===== config.mk =====
export PLATFORM = sky130hd
export DESIGN_NAME = dc_alu_reg
export DESIGN_NICKNAME = d
export VERILOG_FILES = /design/src/rtl/dc_alu_reg_pkg.sv /design/src/rtl/dc_alu_hazard.sv /design/src/rtl/dc_alu_reg.sv
export SDC_FILE = /design/constraint.sdc
export NUM_CORES = 1
export LEC_CHECK = 0
export BUFFER_PORTS_ARGS = -buffer_cell sky130_fd_sc_hd__clkbuf_2
export CELL_PAD_IN_SITES_DETAIL_PLACEMENT = 1
export CELL_PAD_IN_SITES_GLOBAL_PLACEMENT = 1
export CORE_UTILIZATION = 31
export CTS_CLUSTER_SIZE = 14
export DETAILED_ROUTE_END_ITERATION = 12
export PLACE_DENSITY_LB_ADDON = 0.05
export SLEW_MARGIN = 20
export SYNTH_ARGS = -nofsm -noshare
export SYNTH_HDL_FRONTEND = slang
export SYNTH_SLANG_ARGS = --single-unit

===== constraint.sdc =====
create_clock -name clk -period 2.65 [get_ports clk]
set_input_delay 0.1325 -clock clk [delete_from_list [all_inputs] [get_ports clk]]
set_output_delay 0.1325 -clock clk [all_outputs]
set_load 0.005 [all_outputs]

===== src/rtl/dc_alu_reg_pkg.sv =====
// Shared widths, payload struct and helpers for the decode->ALU pipeline register.
// The bubble opcode and the field layout live here so the top and the hazard unit agree.
package dc_alu_reg_pkg;

  localparam int unsigned XLEN       = 32;
  localparam int unsigned REG_ADDR_W = 5;
  localparam int unsigned ALU_OP_W   = 4;
  localparam int unsigned PERF_W     = 32;

  localparam logic [ALU_OP_W-1:0] ALU_OP_NOP = ALU_OP_W'(0);

  typedef struct packed {
    logic [XLEN-1:0]       pc;
    logic [REG_ADDR_W-1:0] rs1_addr;
    logic [REG_ADDR_W-1:0] rs2_addr;
    logic [REG_ADDR_W-1:0] rd_addr;
    logic [XLEN-1:0]       rs1_data;
    logic [XLEN-1:0]       rs2_data;
    logic [XLEN-1:0]       imm;
    logic [ALU_OP_W-1:0]   alu_op;
    logic                  mem_read;
    logic                  mem_write;
    logic                  reg_write;
  } dc_fields_t;

  typedef enum logic [1:0] {
    UPD_HOLD    = 2'd0,
    UPD_BUBBLE  = 2'd1,
    UPD_CAPTURE = 2'd2
  } upd_e;

  // All-zero slot: no addresses, no writes, NOP opcode.
  function automatic dc_fields_t bubble();
    dc_fields_t b;
    b        = '0;
    b.alu_op = ALU_OP_NOP;
    return b;
  endfunction

  function automatic logic [PERF_W-1:0] sat_inc(input logic [PERF_W-1:0] v);
    return (v == {PERF_W{1'b1}}) ? v : v + PERF_W'(1);
  endfunction

endpackage


===== src/rtl/dc_alu_hazard.sv =====
// Combinational load-use detector; derives the decode back-pressure signal.
module dc_alu_hazard
  import dc_alu_reg_pkg::*;
(
  input  logic                  ex_valid,
  input  logic                  ex_mem_read,
  input  logic [REG_ADDR_W-1:0] ex_rd_addr,
  input  logic                  id_valid,
  input  logic [REG_ADDR_W-1:0] id_rs1_addr,
  input  logic [REG_ADDR_W-1:0] id_rs2_addr,
  input  logic                  mem_stall,
  output logic                  load_use_c,
  output logic                  id_ready_c
);

  // x0 is hardwired zero, so a load targeting it can never create a dependency.
  assign load_use_c = ex_valid & ex_mem_read & (ex_rd_addr != REG_ADDR_W'(0)) & id_valid &
                      ((id_rs1_addr == ex_rd_addr) | (id_rs2_addr == ex_rd_addr));

  assign id_ready_c = !mem_stall & !load_use_c;

endmodule


===== src/rtl/dc_alu_reg.sv =====
// Decode->ALU pipeline register with load-use bubble insertion, flush and stall hold.
// Optional DC_ALU_PERF_CNT_EN adds saturating stall/bubble/flush counters.
module dc_alu_reg
  import dc_alu_reg_pkg::*;
(
  input  logic                  clk,
  input  logic                  rst,
  input  logic                  id_valid,
  input  logic [XLEN-1:0]       id_pc,
  input  logic [REG_ADDR_W-1:0] id_rs1_addr,
  input  logic [REG_ADDR_W-1:0] id_rs2_addr,
  input  logic [REG_ADDR_W-1:0] id_rd_addr,
  input  logic [XLEN-1:0]       id_rs1_data,
  input  logic [XLEN-1:0]       id_rs2_data,
  input  logic [XLEN-1:0]       id_imm,
  input  logic [ALU_OP_W-1:0]   id_alu_op,
  input  logic                  id_mem_read,
  input  logic                  id_mem_write,
  input  logic                  id_reg_write,
  input  logic                  mem_stall,
  input  logic                  flush,
  output logic                  id_ready,
  output logic                  ex_valid,
  output logic [XLEN-1:0]       ex_pc,
  output logic [REG_ADDR_W-1:0] ex_rs1_addr,
  output logic [REG_ADDR_W-1:0] ex_rs2_addr,
  output logic [REG_ADDR_W-1:0] ex_rd_addr,
  output logic [XLEN-1:0]       ex_rs1_data,
  output logic [XLEN-1:0]       ex_rs2_data,
  output logic [XLEN-1:0]       ex_imm,
  output logic [ALU_OP_W-1:0]   ex_alu_op,
  output logic                  ex_mem_read,
  output logic                  ex_mem_write,
  output logic                  ex_reg_write
`ifdef DC_ALU_PERF_CNT_EN
  ,
  output logic [PERF_W-1:0]     perf_stall_cnt,
  output logic [PERF_W-1:0]     perf_bubble_cnt,
  output logic [PERF_W-1:0]     perf_flush_cnt
`endif
);

  dc_fields_t id_f;
  dc_fields_t ex_q;
  logic       ex_valid_q;
  logic       load_use;
  upd_e       upd;

  always_comb begin
    id_f           = '0;
    id_f.pc        = id_pc;
    id_f.rs1_addr  = id_rs1_addr;
    id_f.rs2_addr  = id_rs2_addr;
    id_f.rd_addr   = id_rd_addr;
    id_f.rs1_data  = id_rs1_data;
    id_f.rs2_data  = id_rs2_data;
    id_f.imm       = id_imm;
    id_f.alu_op    = id_alu_op;
    id_f.mem_read  = id_mem_read;
    id_f.mem_write = id_mem_write;
    id_f.reg_write = id_reg_write;
  end

  dc_alu_hazard u_hazard (
    .ex_valid    (ex_valid_q),
    .ex_mem_read (ex_q.mem_read),
    .ex_rd_addr  (ex_q.rd_addr),
    .id_valid    (id_valid),
    .id_rs1_addr (id_rs1_addr),
    .id_rs2_addr (id_rs2_addr),
    .mem_stall   (mem_stall),
    .load_use_c  (load_use),
    .id_ready_c  (id_ready)
  );

  // Stall beats flush (flush source keeps it asserted), flush beats load-use.
  always_comb begin
    upd = UPD_BUBBLE;
    if (mem_stall) begin
      upd = UPD_HOLD;
    end else if (flush || load_use) begin
      upd = UPD_BUBBLE;
    end else if (id_valid) begin
      upd = UPD_CAPTURE;
    end
  end

  always_ff @(posedge clk) begin
    if (rst) begin
      ex_q       <= bubble();
      ex_valid_q <= 1'b0;
    end else begin
      case (upd)
        UPD_CAPTURE: begin
          ex_q       <= id_f;
          ex_valid_q <= 1'b1;
        end
        UPD_BUBBLE: begin
          ex_q       <= bubble();
          ex_valid_q <= 1'b0;
        end
        default: begin
          ex_q       <= ex_q;
          ex_valid_q <= ex_valid_q;
        end
      endcase
    end
  end

  assign ex_valid     = ex_valid_q;
  assign ex_pc        = ex_q.pc;
  assign ex_rs1_addr  = ex_q.rs1_addr;
  assign ex_rs2_addr  = ex_q.rs2_addr;
  assign ex_rd_addr   = ex_q.rd_addr;
  assign ex_rs1_data  = ex_q.rs1_data;
  assign ex_rs2_data  = ex_q.rs2_data;
  assign ex_imm       = ex_q.imm;
  assign ex_alu_op    = ex_q.alu_op;
  assign ex_mem_read  = ex_q.mem_read;
  assign ex_mem_write = ex_q.mem_write;
  assign ex_reg_write = ex_q.reg_write;

`ifdef DC_ALU_PERF_CNT_EN
  // Bubble counter only sees load-use bubbles that actually reach the register.
  always_ff @(posedge clk) begin
    if (rst) begin
      perf_stall_cnt  <= PERF_W'(0);
      perf_bubble_cnt <= PERF_W'(0);
      perf_flush_cnt  <= PERF_W'(0);
    end else begin
      if (mem_stall) begin
        perf_stall_cnt <= sat_inc(perf_stall_cnt);
      end
      if (!mem_stall && !flush && load_use) begin
        perf_bubble_cnt <= sat_inc(perf_bubble_cnt);
      end
      if (!mem_stall && flush) begin
        perf_flush_cnt <= sat_inc(perf_flush_cnt);
      end
    end
  end
`endif

endmodule


==> run_results.csv <==
group,metric,value,unit
run_status,status,"finished, final reports clean",
drt,num_vias,5912,
layout,final_common_cell,"clkbuf_2",
clock_tree,cts_made_buffers,17,
power_and_ir_drop,power.density,689,nW/um^2
die,pin_count,307,
yosys,seq_area_frac_synth,58.2,%
setup_path,critPathLaunchType,"flop",
timing,skew,8.12,ps
power_and_ir_drop,power.internal,4.74,mW
setup_path,worst-setup-path-type,"flop to flop",
layout,fin_nets,1126,
die,die_x,131,um
drt,drc,0,
global_routing,antenna_found_initial,0,
global_routing,grt_max_degree,78,
timing,max-slew-margin-rel,71.3,%
timing,fmax,389,MHz
min_path,min_path_type,"primary input to flop",
yosys,syn_inst,542,
die,fp-row-count,46,
clock_tree,clock_tree.buffer_depth,2,
place,numPortBuffers,306,
clock_tree,ctsResizeCount,0,
yosys,synth_seq_cells,151,
die,die-height,131,um
timing,finalCritPeriodShare,97.1,%
drt,drt-initial-drc-count,297,
timing,setup_tns,0,ps
timing,worstMarginPinSlew,430,ps
yosys,ys_warn_count,0,
flow_run,maxCapViolCount,0,
global_routing,grt-ovfl-total,0,
setup_path,cp-end-kind,"flop",
yosys,avgSynthCellArea,9.59,um^2
global_routing,grt_pass1_wl,33000,um
setup_path,arrival,2870,ps
drt,via_per_inst,4.93,
yosys,syn_nets,699,
global_routing,grt_pass1_vias,6408,
setup_path,required,2950,ps
power_and_ir_drop,p_switching,1.53,mW
drt,antenna_left,0,
power_and_ir_drop,p_comb_share,15.8,%
place,place_congestion,0.796,
power_and_ir_drop,p_leak,4.25,nW
timing,drv_slew,0,
setup_path,r2r_end,"ex_rs2_data[9]",
die,core_area,16100,um^2
layout,area_growth,75.2,%
drt,wl_per_cell,17.8,um
min_path,hold_start,"rst",
timing,fin_crit,2570,ps
place,dpl_cell_area,6960,um^2
power_and_ir_drop,power_switching_share,24.4,%
min_path,hold-path-endpoint,"ex_imm[29]",
clock_tree,clkLatencyLatePin,420,ps
clock_tree,clock_sinks,151,
clock_tree,cts_tree,"built",
setup_path,ff2ff_path_depth,10,
power_and_ir_drop,clkPwrFrac,44.4,%
die,start_util,32.2,%
layout,n_antenna_cell,0,
clock_tree,clkTransAtPathRegs,60,ps
setup_path,r2r_slack,80,ps
place,dpl.hpwl,12700,um
die,die_area,17300,um^2
clock_tree,root_buffer,"clkbuf_16",
layout,postLayoutCellArea,9100,um^2
drt,dr.pass1.iters,4,
power_and_ir_drop,peakVddDrop,470,uV
layout,final_layout_size_suffix_gt1_share,35.9,%
layout,layout_common_cells,"clkbuf_2, nor2_1, dfxtp_1, a22oi_1, dlygate4sd3_1",
min_path,min_path_cells,2,
timing,final-hold-violation-count,0,
clock_tree,htree_levels,4,
yosys,synth.cell_area,5200,um^2
yosys,synth_cell_types,19,
drt,drt-total-wl,21300,um
timing,finalSetupViolCount,0,
timing,rsz0062_at_grt,"false",
setup_path,critPathMaxFanout,39,
setup_path,worstReg2RegStart,"ex_rd_addr[1]",
layout,fin_util,56.5,%
global_routing,gr-usage-all-layers,24.0,%
power_and_ir_drop,sequentialPowerShare,39.8,%
[how the worst max path moves through the flow]
stage	start	end	slack, ps	depth (start not counted)
6_report	ex_rd_addr[1]	ex_rs2_data[9]	80	10
5_1_grt	ex_rd_addr[1]	ex_rs2_data[9]	3	10
4_1_cts	ex_rd_addr[1]	ex_rs2_data[14]	120	9
3_5_place_dp	ex_rd_addr[1]	ex_rs2_data[9]	120	9
3_3_place_gp	ex_rd_addr[1]	ex_imm[26]	240	9
2_1_floorplan	ex_rd_addr[0]	ex_rs1_addr[0]	180	10
[layer usage]
| metal | GRT usage [%] | part of all wire (%) |
|---|---|---|
| met1 | 26.3 | 40 |
| met2 | 42.2 | 51 |
| met3 | 7.48 | 5.9 |
| met4 | 11.4 | 3.6 |
| met5 | 0 | 0 |
[critical path: stages (launching register included)]
cell and delay (ps):
dfxtp_1 360, or4_1 540, o2111ai_2 220, nand2b_1 140
o22ai_1 110, ha_4 380, nor2_4 60, buf_12 130
buf_12 160, a22oi_1 240, nor2_1 80
[kinds of logic (layout without fill, tap and decap cells)]
kind of cell             Yosys count  count (layout)  synth area share [%]
AND/OR/NAND/NOR                  171             171                  13.4
flip-flops                       151             151                  58.2
XOR/XNOR                          10              10                  1.69
AO/OA/AOI/OAI                    156             156                  22.1
buffers and inverters             52             492                  4.21
adder cells (fa/ha/maj)            2               2                 0.482
[cell usage after synthesis]
master     instances  area [um^2]
nor2b_1            1         6.26
clkbuf_1          31          116
ha_1               2         25.0
o21a_1             1         7.51
o2111ai_2          1         15.0
nor3b_1           11         82.6
nor3_1             2         10.0
dfxtp_1          151         3020
xor2_1            10         87.6
o211ai_1           1         7.51
nor2_1           155          582
buf_1              1         3.75
or4_1              1         7.51
buf_2             19         95.1
a21oi_1           12         60.1
o22ai_1            1         6.26
inv_1              1         3.75
a22oi_1          140         1050
nand2b_1           1         6.26
[per-stage QoR]
| step | total power [mW] | setup slack [ps] | cells | hold slack [ps] |
|---|---|---|---|---|
| floorplan | 2.92 | 180 | 542 | 277 |
| global placement | 3.28 | 237 | 1023 | 361 |
| detailed placement | 3.32 | 124 | 1023 | 377 |
| CTS | 6.27 | 117 | 1193 | 3.89 |
| global route | 6.53 | 3.04 | 1198 | 32.3 |
| finish | 6.27 | 77.3 | 1198 | 39.5 |
[sequential cells by signal, summed over array words and instances, names as in the netlist]
signal and flops:
ex_pc 32, ex_imm 32, ex_rs1_data 32, ex_rs2_data 32, ex_mem_write 1, ex_rs1_addr 5
ex_rd_addr 5, ex_valid 1, ex_mem_read 1, ex_reg_write 1, ex_rs2_addr 5, ex_alu_op 4
[final cells by class]
type	count	area, um^2
Tap cell	216	270
Fill cell	1871	7010
Inverter	1	3.75
Clock inverter	11	219
Timing Repair Buffer	459	3150
Multi-Input combinational cell	339	1970
Clock buffer	21	460
Sequential cell	151	3020
[power by group through the flow]
stage,registers (mW),logic (mW),clock network (mW)
CTS,2.49,0.946,2.83
global route,2.51,1.08,2.94
global placement,2.53,0.751,0
finish,2.50,0.993,2.78
detailed placement,2.54,0.779,0
floorplan,2.54,0.377,0
[repair_timing]
action                                  4_1_cts  5_1_grt
hold buffers                                138        1
buffers inserted                              0        2
endpoints found under the hold margin       138        1
endpoints found under the setup margin        0       55
Note: power is estimated with default switching activity, not from simulation.
